[src/rtl/abuf_reuse_sched.sv]
// -----------------------------------------------------------------------------
// abuf_reuse_sched
// Read sequencer for the per-core activation buffer (ABUF). It replays one
// activation vector of cfg_vec_len words cfg_num_pass times to the MAC array.
// Passes 0..P-2 are non-destructive reuse reads. Each reuse pass is preceded
// by a rewind cycle that reloads the reuse pointer. The final pass is a
// consuming read.
//
// Ports
//   clk, rstn          clock; asynchronous active-low reset
//   start, abort       job start pulse (sampled in IDLE) / synchronous abort
//   cfg_vec_len        words per vector (1..ABUF_DEPTH)
//   cfg_num_pass       passes per vector (>=1)
//   mac_ready          MAC can accept a word next cycle
//   abuf_empty         consume pointer == write pointer
//   abuf_reuse_empty   reuse pointer == write pointer
//   abuf_ren           consuming read strobe (combinational)
//   abuf_reuse_ren     reuse read strobe (combinational)
//   abuf_reuse_rst     reload reuse pointer; only together with abuf_reuse_ren
//   busy, done         job active / 1-cycle completion pulse
//   cfg_err            1-cycle pulse for a start carrying an illegal config
//   tag_*              registered tags describing the previous cycle's strobe
//   pass_idx, word_idx current pass / next word to issue
// -----------------------------------------------------------------------------
module abuf_reuse_sched #(
  parameter int ABUF_DEPTH = 64,
  parameter int LEN_W      = $clog2(ABUF_DEPTH) + 1,
  parameter int PASS_W     = 8
) (
  input  logic              clk,
  input  logic              rstn,
  input  logic              start,
  input  logic              abort,
  input  logic [LEN_W-1:0]  cfg_vec_len,
  input  logic [PASS_W-1:0] cfg_num_pass,
  input  logic              mac_ready,
  input  logic              abuf_empty,
  input  logic              abuf_reuse_empty,
  output logic              abuf_ren,
  output logic              abuf_reuse_ren,
  output logic              abuf_reuse_rst,
  output logic              busy,
  output logic              done,
  output logic              cfg_err,
  output logic              tag_valid,
  output logic              tag_first,
  output logic              tag_last,
  output logic              tag_last_pass,
  output logic [PASS_W-1:0] pass_idx,
  output logic [LEN_W-1:0]  word_idx
);

  typedef enum logic [2:0] {
    IDLE       = 3'd0,
    REWIND     = 3'd1,
    REUSE_RD   = 3'd2,
    CONSUME_RD = 3'd3,
    DONE       = 3'd4
  } state_t;

  state_t            state;
  state_t            state_nxt;
  logic [LEN_W-1:0]  vec_len;
  logic [PASS_W-1:0] num_pass;
  logic              cfg_ok;
  logic              last_word;
  logic              data_strobe;
  logic [PASS_W-1:0] pass_inc;

  assign cfg_ok    = (cfg_vec_len != '0) && (cfg_vec_len <= LEN_W'(ABUF_DEPTH)) &&
                     (cfg_num_pass != '0);
  assign last_word = (word_idx == vec_len - LEN_W'(1));
  assign pass_inc  = pass_idx + PASS_W'(1);

  // The rewind strobe returns a dummy word, so it is not a data strobe.
  assign data_strobe = abuf_ren | (abuf_reuse_ren & ~abuf_reuse_rst);

  assign busy = (state != IDLE);
  assign done = (state == DONE);

  always_ff @(posedge clk or negedge rstn) begin
    if (!rstn) begin
      state <= IDLE;
    end else begin
      state <= state_nxt;
    end
  end

  // Next state and Mealy read strobes. Abort overrides everything so that no
  // strobe reaches the ABUF in the abort cycle.
  always_comb begin
    state_nxt      = state;
    abuf_ren       = 1'b0;
    abuf_reuse_ren = 1'b0;
    abuf_reuse_rst = 1'b0;
    case (state)
      IDLE: begin
        if (start && cfg_ok) begin
          state_nxt = (cfg_num_pass == PASS_W'(1)) ? CONSUME_RD : REWIND;
        end
      end
      REWIND: begin
        if (!abuf_empty && mac_ready) begin
          abuf_reuse_ren = 1'b1;
          abuf_reuse_rst = 1'b1;
          state_nxt      = REUSE_RD;
        end
      end
      REUSE_RD: begin
        if (!abuf_reuse_empty && mac_ready) begin
          abuf_reuse_ren = 1'b1;
          if (last_word) begin
            state_nxt = (pass_inc == num_pass - PASS_W'(1)) ? CONSUME_RD : REWIND;
          end
        end
      end
      CONSUME_RD: begin
        if (!abuf_empty && mac_ready) begin
          abuf_ren = 1'b1;
          if (last_word) begin
            state_nxt = DONE;
          end
        end
      end
      DONE: begin
        state_nxt = IDLE;
      end
      default: begin
        state_nxt = IDLE;
      end
    endcase
    if (abort) begin
      state_nxt      = IDLE;
      abuf_ren       = 1'b0;
      abuf_reuse_ren = 1'b0;
      abuf_reuse_rst = 1'b0;
    end
  end

  // Config latch, pass/word counters, error pulse and the registered tags.
  always_ff @(posedge clk or negedge rstn) begin
    if (!rstn) begin
      vec_len       <= '0;
      num_pass      <= '0;
      pass_idx      <= '0;
      word_idx      <= '0;
      cfg_err       <= 1'b0;
      tag_valid     <= 1'b0;
      tag_first     <= 1'b0;
      tag_last      <= 1'b0;
      tag_last_pass <= 1'b0;
    end else begin
      cfg_err       <= start && (state == IDLE) && !abort && !cfg_ok;
      tag_valid     <= data_strobe;
      tag_first     <= data_strobe && (word_idx == '0);
      tag_last      <= data_strobe && last_word;
      tag_last_pass <= abuf_ren;
      if (abort) begin
        pass_idx <= '0;
        word_idx <= '0;
      end else begin
        case (state)
          IDLE: begin
            if (start && cfg_ok) begin
              vec_len  <= cfg_vec_len;
              num_pass <= cfg_num_pass;
              pass_idx <= '0;
              word_idx <= '0;
            end
          end
          REUSE_RD: begin
            if (abuf_reuse_ren) begin
              if (last_word) begin
                word_idx <= '0;
                pass_idx <= pass_inc;
              end else begin
                word_idx <= word_idx + LEN_W'(1);
              end
            end
          end
          CONSUME_RD: begin
            if (abuf_ren) begin
              word_idx <= last_word ? '0 : word_idx + LEN_W'(1);
            end
          end
          default: begin
          end
        endcase
      end
    end
  end

endmodule

[config.mk]
export PLATFORM = sky130hd
export DESIGN_NAME = abuf_reuse_sched
export DESIGN_NICKNAME = d
export VERILOG_FILES = /design/src/rtl/abuf_reuse_sched.sv
export SDC_FILE = /design/constraint.sdc
export NUM_CORES = 1
export LEC_CHECK = 0
export CAP_MARGIN = 20
export CORE_ASPECT_RATIO = 1.2
export CORE_MARGIN = 2
export CORE_UTILIZATION = 45
export CTS_CLUSTER_SIZE = 16
export DETAILED_ROUTE_END_ITERATION = 10
export PLACE_DENSITY = 0.8
export SYNTH_ARGS = -nofsm -noshare
export SYNTH_HDL_FRONTEND = slang
export SYNTH_SLANG_ARGS = --single-unit
[constraint.sdc]
create_clock -name clk -period 4.5 [get_ports clk]
set_clock_uncertainty 0.05 [all_clocks]
set_input_delay 0.9 -clock clk [delete_from_list [all_inputs] [get_ports clk]]
set_output_delay 0.9 -clock clk [all_outputs]
set_load 0.02 [all_outputs]
==> flow_summary.json, run 1 <==
{
  "status": "finished clean",
  "setup_viol": 0,
  "setup-tns-final_ns": 0,
  "cellLeakagePower_nw": 1.24,
  "fin_util": 0.589,
  "placed_cells": 363,
  "synth_simple_gate_area_share": 0.241,
  "postSynthCellCount": 261,
  "tightest_slew_ns": 1.00,
  "die_w_microns": 72.0,
  "critPathSlowestCell": "clkdlybuf4s50_1",
  "grt_pass1_wl_mm": 9.25,
  "min_path_cells": 1,
  "routed_wl_mm": 5.51,
  "worst_setup_path_start_kind": "input port",
  "reg2reg_to": "pass_idx[7]",
  "ir_drop_uv": 202,
  "min_from": "num_pass[7]",
  "hold_path_end": "num_pass[7]",
  "crit_path_cell_trace": "clkdlybuf4s50_1, nor3b_2, buf_4, nand2b_1, o22ai_1, clkdlybuf4s50_1",
  "seq_area_frac_synth": 0.381,
  "die-area_sq_mm": 0.00616,
  "synthArstFlopShare": 1.00,
  "rows": 29,
  "final-instance-count-excl-fill": 371,
  "first_pass_iters": 4,
  "cts_tree": "done",
  "wl_per_cell_microns": 14.9,
  "h-tree-depth": 2,
  "place_ws_ns": 0.719,
  "synth_top_family_by_area": "simple AND/OR/NAND/NOR gates",
  "postCtsSetupBuffers": 0,
  "min_period_ns": 3.80,
  "hold_path.class": "flop to flop",
  "finalWorstSetupSlack_ns": 0.704,
  "cp.arrival_ns": 2.85,
  "core_area_sq_mm": 0.00533,
  "max_freq_mhz": 263,
  "max_stage_delay_ns": 0.63,
  "hold_viol_final": 0,
  "vias": 2143,
  "layout-area-overhead-vs-synth_pct": 26.0,
  "reg2reg_depth": 8,
  "cts_num_sinks": 38,
  "grt_pass1_vias": 1963,
  "yosysUniqueCellTypes": 57,
  "end_kind": "output pin",
  "diodes": 0,
  "nets": 335,
  "synth-main-ff-cell": "dfrtp_1",
  "grt_max_degree": 39,
  "holdWs_ns": 0.489,
  "cts-root-buf": "clkbuf_8",
  "p_total_mw": 1.04,
  "cts_buffers": 5,
  "synthAdderAreaFrac": 0.0251,
  "track_usage": 0.188,
  "path_class": "input port to output pin",
  "synth_compound_area_frac": 0.154,
  "viasPerCell": 5.78,
  "holdBufCountCts": 0,
  "synth.ff_latch_count": 38,
  "io_buffer_count": 46,
  "cellPowerDensity_mw_per_mm2": 331,
  "muxShareOfSynthArea": 0.0627,
  "fp.dieH_microns": 85.6,
  "required_ns": 3.55,
  "crit_top_cell": "clkdlybuf4s50_1",
  "slew_violations": 0,
  "reg2reg_slack_ns": 1.38,
  "drcViolationCount": 0,
  "synth_warnings": 0,
  "synth_xor_area_frac": 0.100,
  "gp_congestion": 0.823,
  "cts_resized": 0,
  "syn_area_per_cell_sq_um": 9.56,
  "clock_latency_ns": 0.29,
  "fin_area_sq_mm": 0.00314,
  "syn-num-nets": 288,
  "synth_edf_count": 0,
  "crit_fanout": 10,
  "antenna_found_initial": 0,
  "netlist_area_sq_mm": 0.00249,
  "dp_hpwl_mm": 4.20,
  "clk_path_buf_depth": 2,
  "ios": 47,
  "reg2reg_from": "vec_len[0]",
  "max-slew-margin-rel": 0.331,
  "post-route-period-util": 0.844,
  "drt-initial-drc-count": 183,
  "maxCapViolations": 0,
  "rsz0062_at_grt": "no",
  "gr-total-overflow": 0,
  "drive_above_1_share": 0.139,
  "initial_core_util": 0.468,
  "drt.antenna.violating_nets": 0,
  "post_dp_cell_area_sq_mm": 0.00300,
  "clk_pin_slew_ns": 0.08
}
[critical path: cells and delay by family]
| family | cells | cell delay, ns |
|---|---|---|
| AOI/OAI and AO/OA | 1 | 0.18 |
| buffers and inverters | 3 | 1.34 |
| and+or+nand+nor | 2 | 0.43 |
[layout by cell type, fill, tap and decap left out, types with 7 or more instances in the layout]
master	n
inv_1	13
nand3_1	17
dfrtp_1	38
xnor2_1	23
nor2_1	14
clkdlybuf4s50_1	45
o21ai_0	10
a21oi_1	7
nand2_1	19
mux2_2	13
nor3_1	13
[layer usage]
metal,track usage,wire [microns],vias up,share of wire
li1,-,-,1045,-
met1,0.243,2410,1036,0.44
met2,0.319,2810,53,0.51
met3,0.0306,206,9,0.037
met4,0.0617,91,0,0.017
met5,0,0,-,0
[cells by family after synthesis]
logic type / Yosys count
flops: 38
mux: 14
buf+inv: 21
compound gates: 52
simple gates: 104
xor+xnor: 27
fa+ha+maj: 5
[flip-flops by register name, summed over array words and instances, names as in the netlist]
| name | cells |
|---|---|
| vec_len | 7 |
| word_idx | 7 |
| pass_idx | 8 |
| tag_last_pass | 1 |
| num_pass | 8 |
| tag_last | 1 |
| cfg_err | 1 |
| state | 3 |
| tag_valid | 1 |
| tag_first | 1 |
[report_power, final]
part | total (mW) | switching, mW | internal [mW]
combinational | 0.258 | 0.118 | 0.139
clock | 0.361 | 0.125 | 0.237
sequential | 0.421 | 0.0440 | 0.377
total | 1.04 | 0.287 | 0.753
[area by class of cell]
type                    instances  area, sq um
fillers                       475         2190
multi-input cells             202         1450
flip-flops and latches         38          951
repair buffers                 48          470
clock buffers                   6         82.6
well taps                      62         77.6
clock inverters                 2         60.1
inverters                      13         48.8
[cells in the mapped netlist (all sizes together) (4+ instances only)]
| master | count | area (sq um) |
|---|---|---|
| dfrtp | 38 | 951 |
| nor2 | 14 | 52.6 |
| buf | 6 | 33.8 |
| nand3 | 18 | 95.1 |
| nor3 | 14 | 81.3 |
| or4 | 4 | 37.5 |
| inv | 13 | 48.8 |
| nand2 | 19 | 71.3 |
| or3 | 4 | 25.0 |
| a31o | 5 | 43.8 |
| a22o | 6 | 52.6 |
| a21oi | 8 | 43.8 |
| xnor2 | 23 | 201 |
| o211ai | 5 | 37.5 |
| mux2 | 13 | 146 |
| o21ai | 10 | 50.1 |
| ha | 5 | 62.6 |
| nand4 | 4 | 25.0 |
[worst max-delay path by stage]
stage               depth (start not counted)              to      startpoint
global placement                            6  abuf_reuse_ren           abort
finish                                      6  abuf_reuse_ren           abort
CTS                                         6  abuf_reuse_ren           abort
global route                                6  abuf_reuse_ren           abort
detailed placement                          6  abuf_reuse_ren           abort
floorplan                                   6     num_pass[5]  cfg_vec_len[1]
Power figures use the tool's default switching activity.
==> inputs of run 2 (changes only) <==
--- a/config.mk
+++ b/config.mk
@@ -11,7 +11,7 @@
 export CORE_UTILIZATION = 45
 export CTS_CLUSTER_SIZE = 16
 export DETAILED_ROUTE_END_ITERATION = 10
-export PLACE_DENSITY = 0.8
+export PLACE_DENSITY = 0.82
 export SYNTH_ARGS = -nofsm -noshare
 export SYNTH_HDL_FRONTEND = slang
 export SYNTH_SLANG_ARGS = --single-unit
==> constraint.sdc (replaced) <==
create_clock -name clk -period 3.15 [get_ports clk]
set_clock_uncertainty 0.05 [all_clocks]
set_input_delay 0.63 -clock clk [delete_from_list [all_inputs] [get_ports clk]]
set_output_delay 0.63 -clock clk [all_outputs]
set_load 0.02 [all_outputs]
==> run 2 against run 1 <==
Effect of this change: worst setup slack got worse by 0.54 ns; cell count increased by 1.9%; highest routed layer unchanged; via count increased by 2.4%; worst hold slack got worse by 0.088 ns; clock power decreased by 7.8%; cell area increased by 0.64%; largest power group unchanged; non-clock buffer count increased by 9; core utilization increased by 0.38 points; register-to-register slack got worse by 1.1 ns; sequential share of layout area decreased by 0.19 points; critical path depth unchanged; sequential power increased by 43%.
==> flow_summary.json, run 2 (same netlist as run 1, synthesis figures left out) <==
{
  "first_pass_iters": 5,
  "vias": 2194,
  "cellPowerDensity_mw_per_mm2": 417,
  "hold_viol_final": 0,
  "wl_per_cell_microns": 15.5,
  "worst_setup_path_start_kind": "input port",
  "status": "finished clean",
  "slew_violations": 0,
  "tightest_slew_ns": 0.881,
  "maxCapViolations": 0,
  "p_total_mw": 1.32,
  "cts_tree": "done",
  "dp_hpwl_mm": 4.37,
  "initial_core_util": 0.468,
  "antenna_found_initial": 0,
  "rows": 29,
  "core_area_sq_mm": 0.00533,
  "diodes": 0,
  "min_period_ns": 2.99,
  "clk_path_buf_depth": 2,
  "drcViolationCount": 0,
  "final_cell_mix": "clkdlybuf4s50_1, dfrtp_1, xnor2_1",
  "die_w_microns": 72.0,
  "fin_area_sq_mm": 0.00316,
  "p_seq_frac": 0.457,
  "place_ws_ns": 0.0839,
  "max-slew-margin-rel": 0.412,
  "grt_pass1_vias": 2031,
  "drt.antenna.violating_nets": 0,
  "post_dp_cell_area_sq_mm": 0.00306,
  "cts_resized": 0,
  "crit_path_cell_trace": "clkdlybuf4s50_1, buf_4, nor2_1, nand2_1, o22ai_1, clkdlybuf4s50_1",
  "max_freq_mhz": 334,
  "end_kind": "output pin",
  "cts_buffers": 5,
  "hold_path.class": "input port to async pin",
  "path_class": "input port to output pin",
  "gp_congestion": 0.822,
  "clkPwrFrac": 0.252,
  "grt_max_degree": 39,
  "rsz0062_at_grt": "no",
  "track_usage": 0.198,
  "cts_num_sinks": 38,
  "gr-total-overflow": 0,
  "ios": 47,
  "max_stage_delay_ns": 0.62,
  "finalWorstSetupSlack_ns": 0.159,
  "cellLeakagePower_nw": 1.26,
  "ir_drop_uv": 265,
  "required_ns": 2.47,
  "drive_above_1_share": 0.158,
  "final-instance-count-excl-fill": 378,
  "viasPerCell": 5.80,
  "h-tree-depth": 2,
  "die-area_sq_mm": 0.00616,
  "p_sw_uw": 404,
  "critPathSlowestCell": "clkdlybuf4s50_1",
  "crit_top_cell": "clkdlybuf4s50_1",
  "crit_fanout": 4,
  "io_buffer_count": 46,
  "routed_wl_mm": 5.85,
  "post-route-period-util": 0.949,
  "clk_pin_slew_ns": 0.07,
  "power.internal_uw": 915,
  "drt-initial-drc-count": 113,
  "fp.dieH_microns": 85.6,
  "switching_share": 0.306,
  "clock_latency_ns": 0.29,
  "setup-tns-final_ns": 0,
  "layout-area-overhead-vs-synth_pct": 26.8,
  "grt_pass1_wl_mm": 9.67,
  "combPwrFrac": 0.290,
  "reg.largest.list": "num_pass x8, pass_idx x8",
  "cp.arrival_ns": 2.31,
  "setup_viol": 0,
  "placed_cells": 369,
  "cts-root-buf": "clkbuf_8",
  "layout_commonest_cell": "clkdlybuf4s50_1",
  "nets": 344,
  "reg2reg_slack_ns": 0.28
}
[run 2: path summary, 6_finish.rpt]
path,from,to,depth (start not counted)
max in group asynchronous,rstn,vec_len[2],1
max reg2reg,vec_len[0],pass_idx[0],9
max,abort,abuf_reuse_ren,6
min in group clk,num_pass[7],num_pass[7],1
min reg2reg,num_pass[7],num_pass[7],1
min,rstn,pass_idx[6],1
[run 2: through the flow]
stage,util,hold slack (ns)
2_1_floorplan,-,0.284
3_3_place_gp,0.574,0.474
3_5_place_dp,0.574,0.475
4_1_cts,0.589,0.430
5_1_grt,0.593,0.468
6_report,0.593,0.401
[run 2: timing repair]
item,CTS,global route
endpoints found under the setup margin,0,4
buffers inserted,0,3
hold buffers,0,0
[run 2: power by group through the flow]
stage / registers, mW / logic [mW] / clock network [mW]
2_1_floorplan: 0.592 / 0.286 / 0
3_3_place_gp: 0.607 / 0.364 / 0
3_5_place_dp: 0.611 / 0.380 / 0
4_1_cts: 0.601 / 0.381 / 0.342
5_1_grt: 0.612 / 0.421 / 0.362
6_report: 0.603 / 0.383 / 0.333
[run 2: metal layers]
metal | vias to the layer above | routed length (microns) | GRT usage
li1 | 1071 | - | -
met3 | 6 | 229 | 0.0329
met5 | - | 0 | 0
met4 | 0 | 67 | 0.0532
met1 | 1062 | 2590 | 0.259
met2 | 55 | 2970 | 0.338
[run 2: worst max-delay path, delay by kind of cell]
family                 cells  cell delay (ns)
AND/OR/NAND/NOR            2             0.30
AO/OA/AOI/OAI              1             0.18
buffers and inverters      3             1.20
[run 2: cell type report]
type	count	area, sq um
Fill cell	454	2170
Multi-Input combinational cell	202	1450
Sequential cell	38	951
Timing Repair Buffer	57	551
Clock buffer	6	82.6
Tap cell	62	77.6
Inverter	13	48.8
